===== src/rtl/cpu_step_ctrl.sv =====
// -----------------------------------------------------------------------------
// cpu_step_ctrl
//   Board-level execution controller for the multi-cycle RISC-V CPU. Turns
//   bouncy push-buttons into a one-cycle CPU clock enable (single step or free
//   run) and a held CPU reset. Halts on a PC breakpoint and counts issued steps.
//
// Ports
//   clk          in   1      system clock, rising edge
//   rst          in   1      asynchronous active-high block reset
//   btn_step     in   1      raw single-step button (async, bouncy)
//   btn_run      in   1      raw run/stop toggle button (async, bouncy)
//   btn_cpu_rst  in   1      raw CPU-reset button (async, bouncy)
//   bp_en        in   1      breakpoint enable
//   bp_addr      in   32     breakpoint PC
//   pc_i         in   32     current CPU PC
//   cpu_ce       out  1      one-cycle CPU clock enable, registered
//   cpu_rst      out  1      CPU reset, registered
//   running      out  1      high while in RUN
//   halted_bp    out  1      high while in BREAK
//   step_cnt     out  CNT_W  cpu_ce pulses since the last CPU reset
//   ctrl_state   out  3      RESET=0 IDLE=1 STEP=2 RUN=3 BREAK=4
//
// There is no valid/ready handshake here: buttons are level inputs and cpu_ce
// is a fire-and-forget strobe that the CPU must act on in the cycle it is high.
// -----------------------------------------------------------------------------
module cpu_step_ctrl #(
    parameter int DB_CYCLES = 20,
    parameter int RUN_DIV   = 4,
    parameter int RST_HOLD  = 4,
    parameter int CNT_W     = 32
) (
    input  logic             clk,
    input  logic             rst,
    input  logic             btn_step,
    input  logic             btn_run,
    input  logic             btn_cpu_rst,
    input  logic             bp_en,
    input  logic [31:0]      bp_addr,
    input  logic [31:0]      pc_i,
    output logic             cpu_ce,
    output logic             cpu_rst,
    output logic             running,
    output logic             halted_bp,
    output logic [CNT_W-1:0] step_cnt,
    output logic [2:0]       ctrl_state
);

    typedef enum logic [2:0] {
        S_RESET = 3'd0,
        S_IDLE  = 3'd1,
        S_STEP  = 3'd2,
        S_RUN   = 3'd3,
        S_BREAK = 3'd4
    } state_t;

    localparam int DB_W   = (DB_CYCLES > 2) ? $clog2(DB_CYCLES) : 1;
    localparam int PH_W   = $clog2(RUN_DIV);
    localparam int HOLD_W = $clog2(RST_HOLD + 1);

    localparam logic [DB_W-1:0]   DB_LAST  = DB_W'(DB_CYCLES - 1);
    localparam logic [PH_W-1:0]   PH_LAST  = PH_W'(RUN_DIV - 1);
    localparam logic [HOLD_W-1:0] HOLD_VAL = HOLD_W'(RST_HOLD);

    // Button index: 0 = step, 1 = run, 2 = cpu reset
    logic [2:0]      w_btn_raw;
    logic [2:0]      r_sync1;
    logic [2:0]      r_sync2;
    logic [2:0]      r_db_lvl;
    logic [2:0]      r_db_lvl_d;
    logic [DB_W-1:0] r_db_cnt [3];
    logic [2:0]      w_press;

    assign w_btn_raw = {btn_cpu_rst, btn_run, btn_step};

    // Debounced level only moves after DB_CYCLES consecutive cycles of a
    // differing synchronised level; any agreeing cycle restarts the count.
    always_ff @(posedge clk or posedge rst) begin
        if (rst) begin
            r_sync1    <= '0;
            r_sync2    <= '0;
            r_db_lvl   <= '0;
            r_db_lvl_d <= '0;
            for (int i = 0; i < 3; i++) begin
                r_db_cnt[i] <= '0;
            end
        end else begin
            r_sync1    <= w_btn_raw;
            r_sync2    <= r_sync1;
            r_db_lvl_d <= r_db_lvl;
            for (int i = 0; i < 3; i++) begin
                if (r_sync2[i] != r_db_lvl[i]) begin
                    if (r_db_cnt[i] == DB_LAST) begin
                        r_db_lvl[i] <= r_sync2[i];
                        r_db_cnt[i] <= '0;
                    end else begin
                        r_db_cnt[i] <= r_db_cnt[i] + 1'b1;
                    end
                end else begin
                    r_db_cnt[i] <= '0;
                end
            end
        end
    end

    // One-cycle pulse on the debounced rising edge only
    assign w_press = r_db_lvl & ~r_db_lvl_d;

    state_t            r_state;
    state_t            w_state_nxt;
    logic [PH_W-1:0]   r_phase;
    logic [PH_W-1:0]   w_phase_nxt;
    logic [PH_W-1:0]   w_phase_inc;
    logic [HOLD_W-1:0] r_hold;
    logic [HOLD_W-1:0] w_hold_nxt;
    logic              r_bp_mask;
    logic              w_mask_nxt;
    logic              r_cpu_ce;
    logic              w_ce_nxt;
    logic              r_cpu_rst;
    logic              w_rst_nxt;
    logic              w_cnt_clr;
    logic [CNT_W-1:0]  r_step_cnt;
    logic              w_pc_eq;
    logic              w_bp_hit;

    assign w_pc_eq     = (pc_i == bp_addr);
    assign w_bp_hit    = bp_en & w_pc_eq & ~r_bp_mask;
    assign w_phase_inc = (r_phase == PH_LAST) ? '0 : r_phase + 1'b1;

    // cpu_ce and cpu_rst are registered, so the decision for a pulse is made
    // in the cycle before it appears: the next state and its pulse are
    // resolved together, which lets a breakpoint swallow the pulse cleanly.
    always_comb begin
        w_state_nxt = r_state;
        w_phase_nxt = r_phase;
        w_hold_nxt  = r_hold;
        w_mask_nxt  = r_bp_mask & w_pc_eq;   // mask drops once the PC moves off
        w_ce_nxt    = 1'b0;
        w_rst_nxt   = 1'b0;
        w_cnt_clr   = 1'b0;

        if (w_press[2]) begin
            // CPU reset wins over everything, in every state
            w_state_nxt = S_RESET;
            w_hold_nxt  = HOLD_VAL;
            w_rst_nxt   = 1'b1;
            w_cnt_clr   = 1'b1;
        end else begin
            case (r_state)
                S_RESET: begin
                    if (r_hold > HOLD_W'(1)) begin
                        w_hold_nxt = r_hold - 1'b1;
                        w_rst_nxt  = 1'b1;
                    end else begin
                        w_state_nxt = S_IDLE;
                    end
                end
                S_IDLE: begin
                    if (w_press[1]) begin
                        w_phase_nxt = '0;
                        if (w_bp_hit) begin
                            w_state_nxt = S_BREAK;
                        end else begin
                            w_state_nxt = S_RUN;
                            w_ce_nxt    = 1'b1;
                        end
                    end else if (w_press[0]) begin
                        w_state_nxt = S_STEP;
                        w_ce_nxt    = 1'b1;
                    end
                end
                S_STEP: begin
                    w_state_nxt = S_IDLE;
                end
                S_RUN: begin
                    if (w_press[1]) begin
                        w_state_nxt = S_IDLE;
                    end else begin
                        w_phase_nxt = w_phase_inc;
                        if (w_phase_inc == '0) begin
                            if (w_bp_hit) begin
                                w_state_nxt = S_BREAK;
                            end else begin
                                w_ce_nxt = 1'b1;
                            end
                        end
                    end
                end
                S_BREAK: begin
                    if (w_press[1]) begin
                        // Resume: mask the breakpoint so we step off this PC
                        w_state_nxt = S_RUN;
                        w_phase_nxt = '0;
                        w_mask_nxt  = 1'b1;
                        w_ce_nxt    = 1'b1;
                    end else if (w_press[0]) begin
                        w_state_nxt = S_STEP;
                        w_ce_nxt    = 1'b1;
                    end
                end
                default: begin
                    w_state_nxt = S_RESET;
                    w_hold_nxt  = HOLD_VAL;
                    w_rst_nxt   = 1'b1;
                end
            endcase
        end
    end

    always_ff @(posedge clk or posedge rst) begin
        if (rst) begin
            r_state    <= S_RESET;
            r_phase    <= '0;
            r_hold     <= HOLD_VAL;
            r_bp_mask  <= 1'b0;
            r_cpu_ce   <= 1'b0;
            r_cpu_rst  <= 1'b1;
            r_step_cnt <= '0;
        end else begin
            r_state   <= w_state_nxt;
            r_phase   <= w_phase_nxt;
            r_hold    <= w_hold_nxt;
            r_bp_mask <= w_mask_nxt;
            r_cpu_ce  <= w_ce_nxt;
            r_cpu_rst <= w_rst_nxt;
            if (w_cnt_clr) begin
                r_step_cnt <= '0;
            end else if (w_ce_nxt) begin
                r_step_cnt <= r_step_cnt + 1'b1;
            end
        end
    end

    assign cpu_ce     = r_cpu_ce;
    assign cpu_rst    = r_cpu_rst;
    assign running    = (r_state == S_RUN);
    assign halted_bp  = (r_state == S_BREAK);
    assign step_cnt   = r_step_cnt;
    assign ctrl_state = r_state;

endmodule

===== config.mk =====
export PLATFORM = sky130hd
export DESIGN_NAME = cpu_step_ctrl
export DESIGN_NICKNAME = d
export VERILOG_FILES = /design/src/rtl/cpu_step_ctrl.sv
export SDC_FILE = /design/constraint.sdc
export NUM_CORES = 1
export LEC_CHECK = 0
export BUFFER_PORTS_ARGS = -buffer_cell sky130_fd_sc_hd__buf_2
export CAP_MARGIN = 30
export CELL_PAD_IN_SITES_DETAIL_PLACEMENT = 0
export CELL_PAD_IN_SITES_GLOBAL_PLACEMENT = 1
export CORE_UTILIZATION = 44
export DETAILED_ROUTE_END_ITERATION = 8
export MAX_ROUTING_LAYER = met4
export PLACE_DENSITY_LB_ADDON = 0.1
export SLEW_MARGIN = 10
export SYNTH_ARGS = -nofsm -noshare
export SYNTH_HDL_FRONTEND = slang
export SYNTH_SLANG_ARGS = --single-unit

===== constraint.sdc =====
create_clock -name clk -period 4 [get_ports clk]
set_clock_uncertainty 0.15 [all_clocks]
set_input_delay 0.4 -clock clk [delete_from_list [all_inputs] [get_ports clk]]
set_output_delay 0.4 -clock clk [all_outputs]
set_load 0.01 [all_outputs]

# == After elaboration in Yosys (flattened, before gate mapping) ==
# Index checks and enable logic that the tools add are counted.
# totals
register_bits,70
in_bits,70
out_inout_bits,39
wordCells,101
# classes
add_sub_neg,6
order_cmp,1
eq_ne,19
mux,40
n_bitwise,7
reduce_logical,12
# op_table
operator,n
32-bit two-way mux,2
3-bit two-way mux,11
"32-bit by 1-bit adder with 32-bit output, second input constant",1
32-bit equality test,1
5-bit two-way mux,6
"5-bit by 1-bit adder with 5-bit output, second input constant",3
"5-bit equality test, second input constant",3
3-bit one-hot mux with 5 select lines,1
1-bit two-way mux,13
"4-bit by 1-bit inequality test with 1-bit output, second input constant",2
2-bit AND reduction,4
"3-bit by 2-bit equality test with 1-bit output, second input constant",2
2-bit two-way mux,3
"3-bit inequality test, second input constant",2
3-bit one-hot mux with 2 select lines,1
"2-bit by 1-bit inequality test with 1-bit output, second input constant",2
2-bit one-hot mux with 2 select lines,1
4-bit AND reduction,1
2-bit nonzero test,2
4-bit OR reduction,1
1-bit AND,3
3-bit AND,1
"3-bit by 1-bit equality test with 1-bit output, second input constant",1
"3-bit equality test, second input constant",1
other kinds (14),17

# == Longest topological paths before layout ==
# logic_depth
word_depth,10
ltp_mapped,8
mapped_depth_nobuf,8

# == Worst setup path after synthesis ==
# No wires, ideal clock.
# synth_path
path_kind,in2reg
from,input port bp_addr[31]
to,"register r_step_cnt[3], in the netlist step_cnt[3]"
setup_ns,0.125
arrival_ns,2.098
t_required_ns,3.725
setup_slack_ns,1.627
stages,6
path_buffers,0
cell_sequence,xor2_1 > nor4_1 > nand4_1 > o21ai_1 > mux2_2 > a2111oi_0
# synth_between
elab_chain_cells,9
word_cells_on_any_way,10
cone_classes,eq/ne (1); mux (6); bitwise (2); reduce/logical (1)
# synth_lines
element,line,text
from (decl),38,"input logic [31:0] bp_addr,"
32-bit equality test *,126,assign w_pc_eq = (pc_i == bp_addr);
1-bit AND * (2 in series),127,assign w_bp_hit = bp_en & w_pc_eq & ~r_bp_mask;
1-bit two-way mux *,"161, 181",
1-bit two-way mux,180,if (w_phase_inc == '0) begin
1-bit two-way mux,176,if (w_press[1]) begin
1-bit one-hot mux with 3 select lines *,149,case (r_state)
1-bit two-way mux *,142,if (w_press[2]) begin
2-bit nonzero test (no line) *,--,
to (signal assigned),229,r_step_cnt <= r_step_cnt + 1'b1;
to (decl),122,logic [CNT_W-1:0] r_step_cnt;
# Mark *: on every way between the ends. The rest lies on a longest branch, timed or not.
# A chain may end at the register's enable or synchronous reset.

# == Final worst setup path ==
# layout_path
from,register r_db_lvl[1]
to,"register r_step_cnt[15], in the netlist step_cnt[15]"
# layout_between
elab_chain_cells,5
word_cells_on_any_way,7
cone_classes,mux (5); bitwise (1); reduce/logical (1)
# layout_lines
element,line,text
from (decl),68,logic [2:0] r_db_lvl;
"from (signal, indexed assignment)",93,r_db_lvl[i] <= r_sync2[i];
3-bit AND *,106,assign w_press = r_db_lvl & ~r_db_lvl_d;
1-bit two-way mux (on tied branches),"190, 159, 176",
1-bit one-hot mux with 3 select lines *,149,
1-bit two-way mux *,142,
2-bit nonzero test (no line) *,--,
# Marks and branches as above.

==> impl_metrics.env <==
export IMPL_clock_latency_ps=350
export IMPL_clk_pin_slew_ps=80
export IMPL_startpoint_type="flop"
export IMPL_syn_inst=490
export IMPL_final_cell_area_um2=5320
export IMPL_yosys_area_top_type_share=0.382
export IMPL_critPathKind="reg -> reg"
export IMPL_required_ps=4130
export IMPL_n_fill_cell=970
export IMPL_grt_overflow=0
export IMPL_syn_nets=568
export IMPL_start_util=0.456
export IMPL_r2r_cells=7
export IMPL_drc=0
export IMPL_syn2layout_area_growth_pct=19.3
export IMPL_yosys_top_cells_area="dfrtp_1 (38%), xor2_1 (6.3%), nand2_1 (5.0%), o21ai_0 (3.7%), mux2i_1 (2.9%)"
export IMPL_numCtsBuffers=9
export IMPL_clock_power_share=0.328
export IMPL_grt_first_pass_wirelength_um=18100
export IMPL_finalSetupViolations=0
export IMPL_tns_ps=0
export IMPL_fmax_ghz=0.327
export IMPL_multi_input_area_um2=2540
export IMPL_yosys_warnings=0
export IMPL_drt_iter0_markers=165
export IMPL_clkSinkCount=70
export IMPL_ys_seq_area_frac=0.394
export IMPL_final_cells=732
export IMPL_synth_edff_count=0
export IMPL_cts_tree="built"
export IMPL_antenna_cells=0
export IMPL_synth_cell_area_um2=4460
export IMPL_placed_area_um2=5100
export IMPL_ys_seq_elements=70
export IMPL_leakagePower_nw=2.36
export IMPL_ff_latch_area_um2=1750
export IMPL_dp_cells=714
export IMPL_synth_area_per_cell_um2=9.09
export IMPL_drv_slew=0
export IMPL_status="finished clean"
export IMPL_ant_nets=0
export IMPL_routedWlPerCell_um=15.5
export IMPL_synthFlopType="dfrtp_1"
export IMPL_grt_max_degree=38
export IMPL_grt_pass1_vias=3745
export IMPL_drive_gt1_frac=0.267
export IMPL_yosys_cell_types_count=65
export IMPL_p_seq_frac=0.485
export IMPL_p_per_area_nw_per_um2=323
export IMPL_dr_pass1_iters=4
export IMPL_yosysTopAreaCell="dfrtp_1"
export IMPL_dieArea_um2=10500
export IMPL_r2r_end="step_cnt[15]$_DFFE_PP0P_"
export IMPL_io_pins=109
export IMPL_layout_min_cycle_time_ps=3060
export IMPL_regToRegStartpoint="r_db_lvl[1]$_DFFE_PP0P_"
export IMPL_grtUsageTotal=0.234
export IMPL_vdd_drop_max_v=0.000146
export IMPL_gp_congestion=0.863
export IMPL_post_route_period_util=0.764
export IMPL_viasPerCell=5.64
export IMPL_hp_class="in -> async"
export IMPL_arrival_ps=3180
export IMPL_vias=4127
export IMPL_p_int_w=0.00120
export IMPL_drv_cap=0
export IMPL_pwr_share_comb=0.187
export IMPL_root_buffer="clkbuf_8"
export IMPL_tightest_slew_ps=794
export IMPL_cts_buffer_depth=2
export IMPL_rsz0062_at_grt="false"
export IMPL_wl_um=11400
export IMPL_io_buffers=108
export IMPL_htreeDepth=3
export IMPL_nets=673
export IMPL_place_hpwl_um=8280
export IMPL_r2r_slack_ps=940
export IMPL_antenna_found_initial=0
export IMPL_switching_share=0.302
export IMPL_fin_hold_ws_ps=38.6
export IMPL_p_sw_w=0.000520
export IMPL_die_x_um=103
export IMPL_num_rows=36
export IMPL_final_hold_viol_count=0
export IMPL_worstPathMaxFanout=17
export IMPL_core_um2=9770
export IMPL_relSlewSlack=0.470
export IMPL_total_power_w=0.00172
export IMPL_synthArstFlopShare=1.00
export IMPL_die_y_um=103
export IMPL_cp_end_kind="flop"
==> placed cells by master, fill, tap and decap left out, types with 15 or more instances in the layout <==
master and instances:
nor3_1 15, dfrtp_1 68, xor2_1 32, buf_2 108
o21ai_0 33, nor2_1 23, nand2_1 59, a21oi_1 20
nand3_1 15, nand4_1 17
==> kinds of logic after synthesis <==
family / synth area share
simple gates: 0.242
compound gates: 0.180
flops: 0.394
xor+xnor: 0.0767
buf+inv: 0.0362
mux: 0.0494
fa+ha+maj: 0.0225
==> Yosys cell counts (all sizes together) (8+ instances only) <==
cell type	number
and3	8
dfrtp	68
nand2	59
nor3	15
a21oi	22
ha	8
o21ai	35
mux2i	13
mux2	8
nand3	16
clkbuf	15
nor2b	10
nand4	19
nor2	26
nor4	9
xor2	32
inv	12
nand2b	14
==> per-layer routing <==
metal,GRT usage,part of all wire
met2,0.383,0.49
met5,-,0
met4,0.0857,0.013
met3,0.0461,0.050
met1,0.286,0.45
==> flip-flops by register name, indices dropped and copies added, names as in the netlist <==
name	flops
step_cnt	32
r_db_cnt	15
ctrl_state	3
r_db_lvl	3
r_db_lvl_d	3
r_hold	3
r_sync1	3
r_sync2	3
r_phase	2
cpu_ce	1
cpu_rst	1
r_bp_mask	1
==> critical path: stages, from the launching register on <==
cell	delay, ps
dfrtp_1	420
nor2b_1	650
o211ai_2	330
a21oi_2	550
nor2_2	230
buf_8	220
a2111o_1	350
o21ai_0	70
==> power groups by stage <==
stage / Combinational [W] / Clock, W / Sequential (W)
after CTS: 0.000325 / 0.000577 / 0.000835
after floorplan: 0.000226 / 0 / 0.000831
after global routing: 0.000372 / 0.000610 / 0.000847
after global placement: 0.000314 / 0 / 0.000844
after detailed placement: 0.000324 / 0 / 0.000848
final: 0.000321 / 0.000563 / 0.000835
==> how the worst max path moves through the flow <==
stage                                    startpoint                        to  slack (ps)  depth (start not counted)
after global routing      ctrl_state[2]$_DFFE_PP0P_  step_cnt[22]$_DFFE_PP0P_         700                          7
after global placement                  bp_addr[31]   step_cnt[4]$_DFFE_PP0P_         950                          7
after CTS                 ctrl_state[2]$_DFFE_PP0P_  step_cnt[15]$_DFFE_PP0P_         970                          7
after floorplan                         bp_addr[31]   step_cnt[3]$_DFFE_PP0P_        1630                          6
final                       r_db_lvl[1]$_DFFE_PP0P_  step_cnt[15]$_DFFE_PP0P_         940                          7
after detailed placement                bp_addr[27]   step_cnt[4]$_DFFE_PP0P_         850                          7
==> layout make-up <==
cell class / instances / share of cell area
flip-flops and latches: 70 / 0.330
clock buffers: 9 / 0.0233
repair buffers: 117 / 0.117
multi-input cells: 385 / 0.478
well taps: 133 / 0.0313
clock inverters: 6 / 0.0120
inverters: 12 / 0.00847
==> repair_timing <==
| action | in CTS | in global routing |
|---|---|---|
| hold buffers | 2 | 1 |
| buffers inserted | 0 | 0 |
| endpoints found under the hold margin | 2 | 1 |
| resized for setup | 0 | 0 |
==> stage by stage <==
step / setup slack [ps] / util
global route: 702 / 0.544
CTS: 972 / 0.543
finish: 944 / 0.544
floorplan: 1630 / -
global placement: 946 / 0.520
detailed placement: 847 / 0.522
(Power assumes the default switching activity.)
